$ cat config.mk
export PLATFORM = sky130hd
export DESIGN_NAME = mipi_csi2_unpack
export DESIGN_NICKNAME = d
export VERILOG_FILES = /design/src/rtl/mipi_csi2_pkg.sv /design/src/rtl/mipi_csi2_crc16.sv /design/src/rtl/mipi_csi2_unpack.sv
export SDC_FILE = /design/constraint.sdc
export NUM_CORES = 1
export LEC_CHECK = 0
export BUFFER_PORTS_ARGS = -buffer_cell sky130_fd_sc_hd__buf_2
export CORE_AREA = 2 2 176 178
export CTS_BUF_LIST = sky130_fd_sc_hd__clkbuf_2
export CTS_CLUSTER_SIZE = 12
export DETAILED_ROUTE_END_ITERATION = 16
export DIE_AREA = 0 0 178 180
export SETUP_SLACK_MARGIN = 0.15
export SLEW_MARGIN = 5
export SYNTH_ARGS = -nofsm -noshare
export SYNTH_HDL_FRONTEND = slang
export SYNTH_HIERARCHICAL = 1
export SYNTH_SLANG_ARGS = --single-unit
$ cat constraint.sdc
create_clock -name clk -period 4.2 [get_ports clk]
set_clock_uncertainty 0.15 [all_clocks]
set_input_delay 0.84 -clock clk [delete_from_list [all_inputs] [get_ports clk]]
set_output_delay 0.84 -clock clk [all_outputs]
set_load 0.1 [all_outputs]
$ cat src/rtl/mipi_csi2_pkg.sv
// Shared definitions for the CSI-2 packet layer.
//   - data type codes for the short packets and the supported RAW formats
//   - parser state enum and data-type classification enum
//   - CRC-16 constants and a byte-wise CRC update helper
//   - group size (bytes per unpack group) as a function of data type
package mipi_csi2_pkg;

    localparam logic [5:0] DT_FS    = 6'h00;
    localparam logic [5:0] DT_FE    = 6'h01;
    localparam logic [5:0] DT_LS    = 6'h02;
    localparam logic [5:0] DT_LE    = 6'h03;
    localparam logic [5:0] DT_RAW8  = 6'h2A;
    localparam logic [5:0] DT_RAW10 = 6'h2B;
    localparam logic [5:0] DT_RAW12 = 6'h2C;

    // x^16+x^12+x^5+1 in bit-reversed form, because bytes are shifted in LSB first
    localparam logic [15:0] CRC_POLY = 16'h8408;
    localparam logic [15:0] CRC_SEED = 16'hFFFF;

    typedef enum logic [2:0] {
        IDLE,
        HEADER,
        PAYLOAD,
        CRC,
        DRAIN
    } state_t;

    typedef enum logic [2:0] {
        DTC_FS,
        DTC_FE,
        DTC_SHORT,
        DTC_RAW,
        DTC_BAD
    } dt_class_t;

    function automatic logic [2:0] group_size(input logic [5:0] dt);
        case (dt)
            DT_RAW10: return 3'd5;
            DT_RAW12: return 3'd3;
            default:  return 3'd1;
        endcase
    endfunction

    function automatic dt_class_t classify_dt(input logic [5:0] dt);
        case (dt)
            DT_FS:                       return DTC_FS;
            DT_FE:                       return DTC_FE;
            DT_LS, DT_LE:                return DTC_SHORT;
            DT_RAW8, DT_RAW10, DT_RAW12: return DTC_RAW;
            default:                     return (dt < 6'h10) ? DTC_SHORT : DTC_BAD;
        endcase
    endfunction

    function automatic logic [15:0] crc16_byte(input logic [15:0] crc, input logic [7:0] data);
        logic [15:0] c;
        c = crc;
        for (int unsigned i = 0; i < 8; i++) begin
            if (c[0] ^ data[i])
                c = (c >> 1) ^ CRC_POLY;
            else
                c = c >> 1;
        end
        return c;
    endfunction

endpackage

$ cat src/rtl/mipi_csi2_crc16.sv
// Registered CSI-2 payload CRC-16 accumulator.
//   clk, reset : clock and synchronous active-high reset (reset loads the seed)
//   init       : reload the seed
//   en         : fold din into the running CRC
//   din        : payload byte
//   crc        : current CRC state
module mipi_csi2_crc16
    import mipi_csi2_pkg::*;
(
    input  logic        clk,
    input  logic        reset,
    input  logic        init,
    input  logic        en,
    input  logic [7:0]  din,
    output logic [15:0] crc
);

    always_ff @(posedge clk) begin
        if (reset || init)
            crc <= CRC_SEED;
        else if (en)
            crc <= crc16_byte(crc, din);
    end

endmodule

$ cat src/rtl/mipi_csi2_unpack.sv
// CSI-2 packet layer: parses short/long packet headers from the PHY byte
// stream, unpacks RAW8/RAW10/RAW12 payloads into MSB-aligned pixels, checks
// payload CRC and word-count integrity, and drives pixel/line/frame strobes.
//   clk, reset            : byte clock, synchronous active-high reset
//   enable                : parser enable; low flushes the parser and outputs
//   phy_we, phy_dvo       : HS burst active, byte valid
//   phy_data              : received byte
//   vc_filter_en/vc_select: optional virtual channel filter
//   dato, dvo             : pixel and pixel valid
//   lvo, fvo              : line valid, frame valid
//   frame_count           : accepted frame-end count (wraps)
//   err_crc/trunc/wc/dtype: one-cycle error pulses
module mipi_csi2_unpack
    import mipi_csi2_pkg::*;
#(
    parameter int unsigned PIXEL_WIDTH     = 12,
    parameter int unsigned QUEUE_DEPTH     = 8,
    parameter int unsigned FRAME_CNT_WIDTH = 16
)
(
    input  logic                       clk,
    input  logic                       reset,
    input  logic                       enable,
    input  logic                       phy_we,
    input  logic                       phy_dvo,
    input  logic [7:0]                 phy_data,
    input  logic                       vc_filter_en,
    input  logic [1:0]                 vc_select,
    output logic [PIXEL_WIDTH-1:0]     dato,
    output logic                       dvo,
    output logic                       lvo,
    output logic                       fvo,
    output logic [FRAME_CNT_WIDTH-1:0] frame_count,
    output logic                       err_crc,
    output logic                       err_trunc,
    output logic                       err_wc,
    output logic                       err_dtype
);

    localparam int unsigned QAW  = $clog2(QUEUE_DEPTH);
    localparam int unsigned PTRW = QAW + 1;

    state_t            state;
    logic [1:0]        hdr_idx;
    logic [1:0]        hdr_vc;
    logic [5:0]        hdr_dt;
    logic [15:0]       wc;
    logic [7:0]        grp [4];
    logic [2:0]        grp_cnt;
    logic [7:0]        crc_lo;
    logic              crc_idx;
    logic              pkt_open;
    logic              pkt_id;
    logic              cur_id;
    logic              fe_pend;

    logic [PIXEL_WIDTH-1:0] q_pix [QUEUE_DEPTH];
    logic                   q_id  [QUEUE_DEPTH];
    logic [PTRW-1:0]        wr_ptr;
    logic [PTRW-1:0]        rd_ptr;

    logic                   byte_ok;
    logic                   vc_ok;
    dt_class_t              dtc;
    logic [2:0]             gsize;
    logic                   grp_done;
    logic [2:0]             npx;
    logic [15:0]            raw16 [4];
    logic [PIXEL_WIDTH-1:0] px    [4];
    logic [QAW-1:0]         widx  [4];
    logic                   q_empty;
    logic                   head_id;
    logic                   pop;
    logic                   dvo_n;
    logic                   lvo_n;
    logic [15:0]            crc_val;
    logic                   crc_init;
    logic                   crc_en;

    assign byte_ok  = phy_we && phy_dvo;
    assign vc_ok    = !vc_filter_en || (hdr_vc == vc_select);
    assign dtc      = classify_dt(hdr_dt);
    assign q_empty  = (wr_ptr == rd_ptr);
    assign head_id  = q_id[rd_ptr[QAW-1:0]];
    assign crc_init = (state == HEADER);
    assign crc_en   = (state == PAYLOAD) && byte_ok;

    mipi_csi2_crc16 u_crc (
        .clk   (clk),
        .reset (reset),
        .init  (crc_init),
        .en    (crc_en),
        .din   (phy_data),
        .crc   (crc_val)
    );

    // Group assembly: the group-completing byte is taken straight from
    // phy_data so the whole group lands in the queue on its accept edge.
    always_comb begin
        gsize    = group_size(hdr_dt);
        grp_done = (state == PAYLOAD) && byte_ok && (grp_cnt == gsize - 3'd1);
        npx      = 3'd1;
        for (int unsigned i = 0; i < 4; i++)
            raw16[i] = '0;
        case (hdr_dt)
            DT_RAW10: begin
                npx = 3'd4;
                for (int unsigned i = 0; i < 4; i++)
                    raw16[i] = {grp[i], phy_data[2*i +: 2], 6'b0};
            end
            DT_RAW12: begin
                npx      = 3'd2;
                raw16[0] = {grp[0], phy_data[3:0], 4'b0};
                raw16[1] = {grp[1], phy_data[7:4], 4'b0};
            end
            default: raw16[0] = {phy_data, 8'b0};
        endcase
        for (int unsigned i = 0; i < 4; i++) begin
            px[i]   = raw16[i][15 -: PIXEL_WIDTH];
            widx[i] = wr_ptr[QAW-1:0] + QAW'(i);
        end
    end

    // Each queue entry carries the toggling id of its packet. When the head
    // belongs to a different packet than the line being shown, one pop is
    // skipped so lvo drops for a cycle between back-to-back lines.
    always_comb begin
        pop   = 1'b0;
        dvo_n = 1'b0;
        lvo_n = lvo;
        if (!q_empty) begin
            if (lvo && (head_id != cur_id)) begin
                lvo_n = 1'b0;
            end else begin
                pop   = 1'b1;
                dvo_n = 1'b1;
                lvo_n = 1'b1;
            end
        end else if (lvo && (!pkt_open || (pkt_id != cur_id))) begin
            lvo_n = 1'b0;
        end
    end

    always_ff @(posedge clk) begin
        err_crc   <= 1'b0;
        err_trunc <= 1'b0;
        err_wc    <= 1'b0;
        err_dtype <= 1'b0;
        if (reset) begin
            state       <= IDLE;
            hdr_idx     <= '0;
            hdr_vc      <= '0;
            hdr_dt      <= '0;
            wc          <= '0;
            grp_cnt     <= '0;
            crc_lo      <= '0;
            crc_idx     <= 1'b0;
            pkt_open    <= 1'b0;
            pkt_id      <= 1'b0;
            cur_id      <= 1'b0;
            fe_pend     <= 1'b0;
            wr_ptr      <= '0;
            rd_ptr      <= '0;
            dato        <= '0;
            dvo         <= 1'b0;
            lvo         <= 1'b0;
            fvo         <= 1'b0;
            frame_count <= '0;
        end else if (!enable) begin
            state    <= IDLE;
            pkt_open <= 1'b0;
            fe_pend  <= 1'b0;
            wr_ptr   <= '0;
            rd_ptr   <= '0;
            dato     <= '0;
            dvo      <= 1'b0;
            lvo      <= 1'b0;
            fvo      <= 1'b0;
        end else begin
            dvo <= dvo_n;
            lvo <= lvo_n;
            if (pop) begin
                dato   <= q_pix[rd_ptr[QAW-1:0]];
                cur_id <= head_id;
                rd_ptr <= rd_ptr + PTRW'(1);
            end

            if (grp_done) begin
                for (int unsigned i = 0; i < 4; i++) begin
                    if (3'(i) < npx) begin
                        q_pix[widx[i]] <= px[i];
                        q_id[widx[i]]  <= pkt_id;
                    end
                end
                wr_ptr <= wr_ptr + PTRW'(npx);
            end

            // A frame end seen while pixels were still in flight closes the
            // frame once the last line has fully left.
            if (fe_pend && !lvo_n && q_empty) begin
                fvo     <= 1'b0;
                fe_pend <= 1'b0;
            end

            case (state)
                IDLE: begin
                    if (byte_ok) begin
                        hdr_vc  <= phy_data[7:6];
                        hdr_dt  <= phy_data[5:0];
                        hdr_idx <= 2'd1;
                        state   <= HEADER;
                    end
                end

                HEADER: begin
                    if (!phy_we) begin
                        err_trunc <= 1'b1;
                        state     <= IDLE;
                    end else if (phy_dvo) begin
                        hdr_idx <= hdr_idx + 2'd1;
                        case (hdr_idx)
                            2'd1: wc[7:0]  <= phy_data;
                            2'd2: wc[15:8] <= phy_data;
                            default: begin
                                state <= DRAIN;
                                if (vc_ok) begin
                                    case (dtc)
                                        DTC_FS: begin
                                            fvo     <= 1'b1;
                                            fe_pend <= 1'b0;
                                        end
                                        DTC_FE: begin
                                            frame_count <= frame_count + FRAME_CNT_WIDTH'(1);
                                            if (!lvo_n && q_empty)
                                                fvo <= 1'b0;
                                            else
                                                fe_pend <= 1'b1;
                                        end
                                        DTC_RAW: begin
                                            grp_cnt  <= '0;
                                            crc_idx  <= 1'b0;
                                            pkt_id   <= ~pkt_id;
                                            pkt_open <= (wc != 16'd0);
                                            state    <= (wc == 16'd0) ? CRC : PAYLOAD;
                                        end
                                        DTC_BAD: err_dtype <= 1'b1;
                                        default: ;
                                    endcase
                                end
                            end
                        endcase
                    end
                end

                PAYLOAD: begin
                    if (!phy_we) begin
                        err_trunc <= 1'b1;
                        pkt_open  <= 1'b0;
                        state     <= IDLE;
                    end else if (phy_dvo) begin
                        wc <= wc - 16'd1;
                        if (grp_done) begin
                            grp_cnt <= '0;
                        end else begin
                            grp[grp_cnt[1:0]] <= phy_data;
                            grp_cnt           <= grp_cnt + 3'd1;
                        end
                        if (wc == 16'd1) begin
                            pkt_open <= 1'b0;
                            err_wc   <= !grp_done;
                            state    <= CRC;
                        end
                    end
                end

                CRC: begin
                    if (!phy_we) begin
                        err_trunc <= 1'b1;
                        state     <= IDLE;
                    end else if (phy_dvo) begin
                        if (!crc_idx) begin
                            crc_lo  <= phy_data;
                            crc_idx <= 1'b1;
                        end else begin
                            err_crc <= ({phy_data, crc_lo} != crc_val);
                            state   <= DRAIN;
                        end
                    end
                end

                DRAIN: begin
                    if (!phy_we)
                        state <= IDLE;
                end

                default: state <= IDLE;
            endcase
        end
    end

endmodule

==> impl_metrics.ini, run 1 <==
[outcome]
status = complete, no violations

[worst_setup_path]
cpMaxStageDelayCell = dfxtp_1
max_stage_delay_ns = 0.65
worst-setup-path-type = reg2reg
cp.required_ns = 4.50
rrSetupSlack_ns = 0.69
worstPathArrival_ns = 3.81
cp-end-kind = flip-flop
critPathMaxFanout = 16
crit_path_start_kind = flip-flop
crit_chain = nor2b_1 -> nand2_1 -> inv_1 -> nand3_1 -> nor3_1 -> or2_2 -> nand2b_1

[sta]
final.min_clock_period_ns = 3.51
setup_viol = 0
tns_ns = 0
fin_crit_sh = 0.836
maxSlewHeadroom = 0.383
worst_hold_slack_ns = 0.162
fmax_ghz = 0.285
rsz0062_at_grt = no
finalMaxSlewViolations = 0
finalHoldViolCount = 0
tightest_slew_ns = 0.923

[logic_synthesis]
syn_inst = 1435
synth-seq-cells = 243
synth_edf_count = 120
synth_area_um2 = 14000
yosys_warnings = 6
synth_compound_area_frac = 0.179
synth_xor_area_frac = 0.0542
synth_top_family_by_area = compound AO/OA/AOI/OAI gates
synth-simple-area-share = 0.160
synth_adder_area_share = 0.0148
ys_async_sr_fraction = 0
synth_cell_type_count = 76
ys_seq_area_frac = 0.433
ys.flop_type = dfxtp_1
syn_avg_cell_area_um2 = 9.77
synthMuxAreaShare = 0.115
postSynthNetCount = 1467

[pwr]
clock_power_share = 0.409
power.internal_mw = 3.37
p_per_area_nw_per_um2 = 298
p_total_mw = 4.57
ir_drop_v = 0.000169
swShare = 0.262
leakage_nw = 5.72
combPwrFrac = 0.047
switchingPower_mw = 1.20
power_frac_seq = 0.544

[clock_tree]
cts_hold_buf = 0
cts.htree.levels = 3
cts_resized = 0
cts_buffer_depth = 3
cts_tree = built
ctsRootBufferMaster = clkbuf_2
cts.clk_slew.worst_paths_ns = 0.10
cts.sinks = 243
postCtsSetupBuffers = 0
cts_buffers = 68
clock_latency_ns = 0.85

[drt]
drt.antenna.violating_nets = 0
wire_per_inst_um = 21.6
dr.pass1.iters = 5
avgViaCountPerCell = 6.13
drc = 0
drt_iter0_markers = 1240
wl_mm = 41.8
vias = 11800

[layout]
finalCoreUtilization = 0.508
drive_gt1_frac = 0.184
final_nets = 1512
layout.cells.most_common = nor2_1
area_growth_pct = 9.32
layout_common_cells = 123 x nor2_1, 122 x dfxtp_1, 120 x edfxtp_1

[floorplan]
fp.dieW_um = 178
core_um2 = 30200
rows = 64
start_util = 0.464
dieArea_um2 = 32000
ios = 51
die_height_um = 180

[grt]
grt_pass1_vias = 11300
antenna_found_initial = 1
grt_pass1_wl_mm = 65.5
grt_max_degree = 56
track_usage = 0.262
gr-total-overflow = 0

[flow_run]
cap_viol_max_count = 0

[place]
gp_congestion = 0.932
dpl.hpwl_mm = 29.9
io_buffer_count = 50

[min_path]
hold_class = in2reg
[Yosys cell counts, drive strengths merged (4+ instances only)]
cell / n / area [um2]
nor2: 124 / 465
dfxtp: 123 / 2460
edfxtp: 120 / 3600
o21ai: 112 / 564
nand2: 110 / 413
clkbuf: 88 / 330
a21oi: 87 / 447
mux2i: 81 / 811
a22oi: 54 / 405
nand3: 44 / 220
buf: 35 / 190
nor3: 34 / 175
xor2: 32 / 288
nor4: 28 / 194
xnor2: 28 / 268
mux4: 26 / 586
a211oi: 23 / 178
o211ai: 23 / 173
inv: 22 / 82.6
mux2: 19 / 221
nand4: 18 / 113
o211a: 17 / 170
a221o: 16 / 160
ha: 15 / 188
or3: 14 / 87.6
a31oi: 12 / 75.1
nor3b: 12 / 95.1
and2: 10 / 62.6
nand2b: 10 / 62.6
nor2b: 9 / 56.3
nand3b: 8 / 72.6
xnor3: 8 / 180
o311ai: 7 / 61.3
or2: 6 / 37.5
and3: 5 / 31.3
and3b: 5 / 43.8
o22a: 5 / 43.8
o22ai: 5 / 31.3
o31ai: 4 / 30.0
[worst paths after layout]
| path | endpoint | depth (start not counted) | from |
|---|---|---|---|
| hold reg to reg | q_pix[5][1] | 1 | q_pix[5][1] |
| hold / removal | err_trunc | 2 | phy_we |
| setup / recovery | q_id[6] | 7 | state[1] |
| setup reg to reg | q_id[6] | 7 | state[1] |
[power by group through the flow]
stage / combinational [mW] / clock, mW / sequential, mW
3_5_place_dp: 0.211 / 0 / 2.54
5_1_grt: 0.234 / 2.06 / 2.49
4_1_cts: 0.212 / 1.93 / 2.49
6_report: 0.215 / 1.87 / 2.49
2_1_floorplan: 0.145 / 0 / 2.54
3_3_place_gp: 0.210 / 0 / 2.54
[metal layers]
metal	up-vias	global-route usage	part of all wire
li1	5520	-	-
met1	5664	0.368	0.44
met5	-	0	0
met3	94	0.0508	0.079
met4	0	0.0905	0.025
met2	559	0.404	0.46
[sequential cells by signal, summed over array words and instances, names as in the netlist, 2 cells and up, named ones only]
name and count:
q_pix 96, q_id 8, hdr_idx 2, state 3, crc_lo 8, dato 12
hdr_dt 6, u_crc/crc 16, grp 32, wc 16, grp_cnt 3, frame_count 16
rd_ptr 4, wr_ptr 4, hdr_vc 2
[metrics by stage]
step	std cells	cell area, um2	worst slack (ns)
2_1_floorplan	1435	14000	1.17
3_3_place_gp	1806	14600	0.629
3_5_place_dp	1806	14600	0.550
4_1_cts	1931	15300	0.705
5_1_grt	1932	15300	0.520
6_report	1932	15300	0.689
[cells by family after synthesis]
group | Yosys count
mux | 126
fa+ha+maj | 16
simple gates | 449
xor+xnor | 69
flops | 243
buf+inv | 148
compound gates | 384
[critical path, delay by kind of cell, from the launching register on]
kind / cells / cell delay (ns)
flops: 1 / 0.65
buf+inv: 1 / 0.30
simple gates: 6 / 2.01
[layout make-up]
class	count	area, um2
antenna	1	2.50
clock buffer	97	485
clock inverter	28	198
fill	2806	14900
inverter	25	93.8
multi-input combinational	1044	7370
sequential	243	6070
tap	396	495
timing repair buffer	98	611
Power figures use the tool's default switching activity.
==> inputs of run 2 (changes only) <==
Clock period 4.2 ns to 3.4 ns, I/O delays scaled along.
==> run 2 against run 1 <==
Compared with the run above:
- final cell count grew 1.3%
- critical path depth stayed put
- sequential power up 23%
- worst hold slack got worse by 0.023 ns
==> impl_metrics.ini, run 2 (synthesized netlist as in run 1, its figures left out) <==
[clock_tree]
cts_tree = built
ctsRootBufferMaster = clkbuf_2
cts.htree.levels = 3
cts.clk_slew.worst_paths_ns = 0.12
cts_buffer_depth = 3
cts.sinks = 243
cts_buffers = 68
clock_latency_ns = 0.83

[worst_setup_path]
cp-end-kind = flip-flop
rrSetupSlack_ns = 0.27
critPathMaxFanout = 10
cp.required_ns = 3.80
crit_path_start_kind = flip-flop
rr_startpoint = hdr_dt[4]
worstPathArrival_ns = 3.54
cpMaxStageDelayCell = a22oi_2
cp-startpoint = hdr_dt[4]
worst-setup-path-type = reg2reg
crit_chain = and3b_1 -> nand2_1 -> clkinv_1 -> a22oi_2 -> o21ai_0 -> o311a_1 -> a221o_1
max_stage_delay_ns = 0.53

[layout]
fill_cells = 2799
final_nets = 1541
area_growth_pct = 10.9
layout_common_cells = 123 x nor2_1, 122 x dfxtp_1, 120 x edfxtp_1
largest_reg_flops = 96
drive_gt1_frac = 0.205
layout.cells.most_common = nor2_1

[pwr]
switchingPower_mw = 1.46
swShare = 0.261
p_per_area_nw_per_um2 = 360
clock_power_share = 0.404
power.internal_mw = 4.13
ir_drop_v = 0.000197
combPwrFrac = 0.048
p_total_mw = 5.60
power_frac_seq = 0.549
leakage_nw = 5.88

[drt]
met1_length_mm = 18.4
drt.antenna.violating_nets = 0
wl_met3_mm = 3.19
drc = 0
avgViaCountPerCell = 6.12
dr.pass1.iters = 8
vias = 12000
wl_mm = 42.4
maxUsedRoutingLayer = met5
wire_per_inst_um = 21.7
drt_iter0_markers = 991
met2_length_mm = 19.3

[floorplan]
core_um2 = 30200
start_util = 0.464
ios = 51
die_height_um = 180
fp.dieW_um = 178
rows = 64
dieArea_um2 = 32000

[sta]
tightest_slew_ns = 0.776
finalMaxSlewViolations = 0
tns_ns = 0
fmax_ghz = 0.319
maxSlewHeadroom = 0.478
fin_crit_sh = 0.922
setup_viol = 0
rsz0062_at_grt = yes
final.min_clock_period_ns = 3.13
finalHoldViolCount = 0

[grt]
track_usage = 0.266
grt_max_degree = 58
grt_pass1_vias = 11500
antenna_found_initial = 2
grt_pass1_wl_mm = 66.3
gr-total-overflow = 0

[place]
io_buffer_count = 50
dpl.hpwl_mm = 30.5
gp_congestion = 0.908

[min_path]
worstHoldStart = phy_data[1]
hold_class = in2reg

[outcome]
status = complete, no violations

[flow_run]
cap_viol_max_count = 0
[run 2: layout make-up]
cell class	count	area (um2)	share of cell area
multi-input combinational	1044	7390	0.475
sequential	243	6070	0.390
timing repair buffer	127	846	0.0544
clock buffer	106	531	0.0341
tap	396	495	0.0319
clock inverter	16	120	0.00773
inverter	25	93.8	0.00604
antenna	1	2.50	0.000161
[run 2: stage by stage]
stage	hold WS (ns)	instances	utilization	instance area (um2)	worst slack (ns)
floorplan	0.271	1435	-	14000	0.366
global placement	0.296	1833	0.492	14900	0.123
global route	0.0770	1958	0.515	15500	0.0519
CTS	0.0574	1957	0.514	15500	0.175
finish	0.139	1958	0.515	15500	0.265
detailed placement	0.298	1833	0.492	14900	0.201
[run 2: power by group through the flow]
stage	clock (mW)	sequential, mW	combinational, mW
6_report	2.26	3.07	0.267
5_1_grt	2.47	3.07	0.291
3_3_place_gp	0	3.14	0.256
3_5_place_dp	0	3.14	0.260
2_1_floorplan	0	3.13	0.179
4_1_cts	2.33	3.07	0.263
[run 2: final timing paths]
check | to | cells past startpoint
hold / removal | q_pix[4][1] | 3
setup reg to reg | q_pix[6][2] | 7
setup / recovery | q_pix[6][2] | 7
hold reg to reg | q_pix[5][1] | 1
[run 2: critical path, delay by kind of cell, from the launching register on]
kind | cells | cell delay [ns]
DFF | 1 | 0.46
buffers and inverters | 1 | 0.41
and+or+nand+nor | 2 | 0.67
AOI/OAI and AO/OA | 4 | 1.16
[run 2: per-layer routing]
layer / vias up / GRT usage
li1: 5569 / -
met1: 5752 / 0.357
met2: 542 / 0.416
met3: 126 / 0.0594
met4: 2 / 0.107
met5: - / 0
[run 2: timing repair]
action                                  4_1_cts  5_1_grt
hold endpoints to repair                      4        0
gates resized for setup                       0        5
endpoints found under the setup margin        0       50
setup buffers                                 0        0
hold buffers                                  2        0
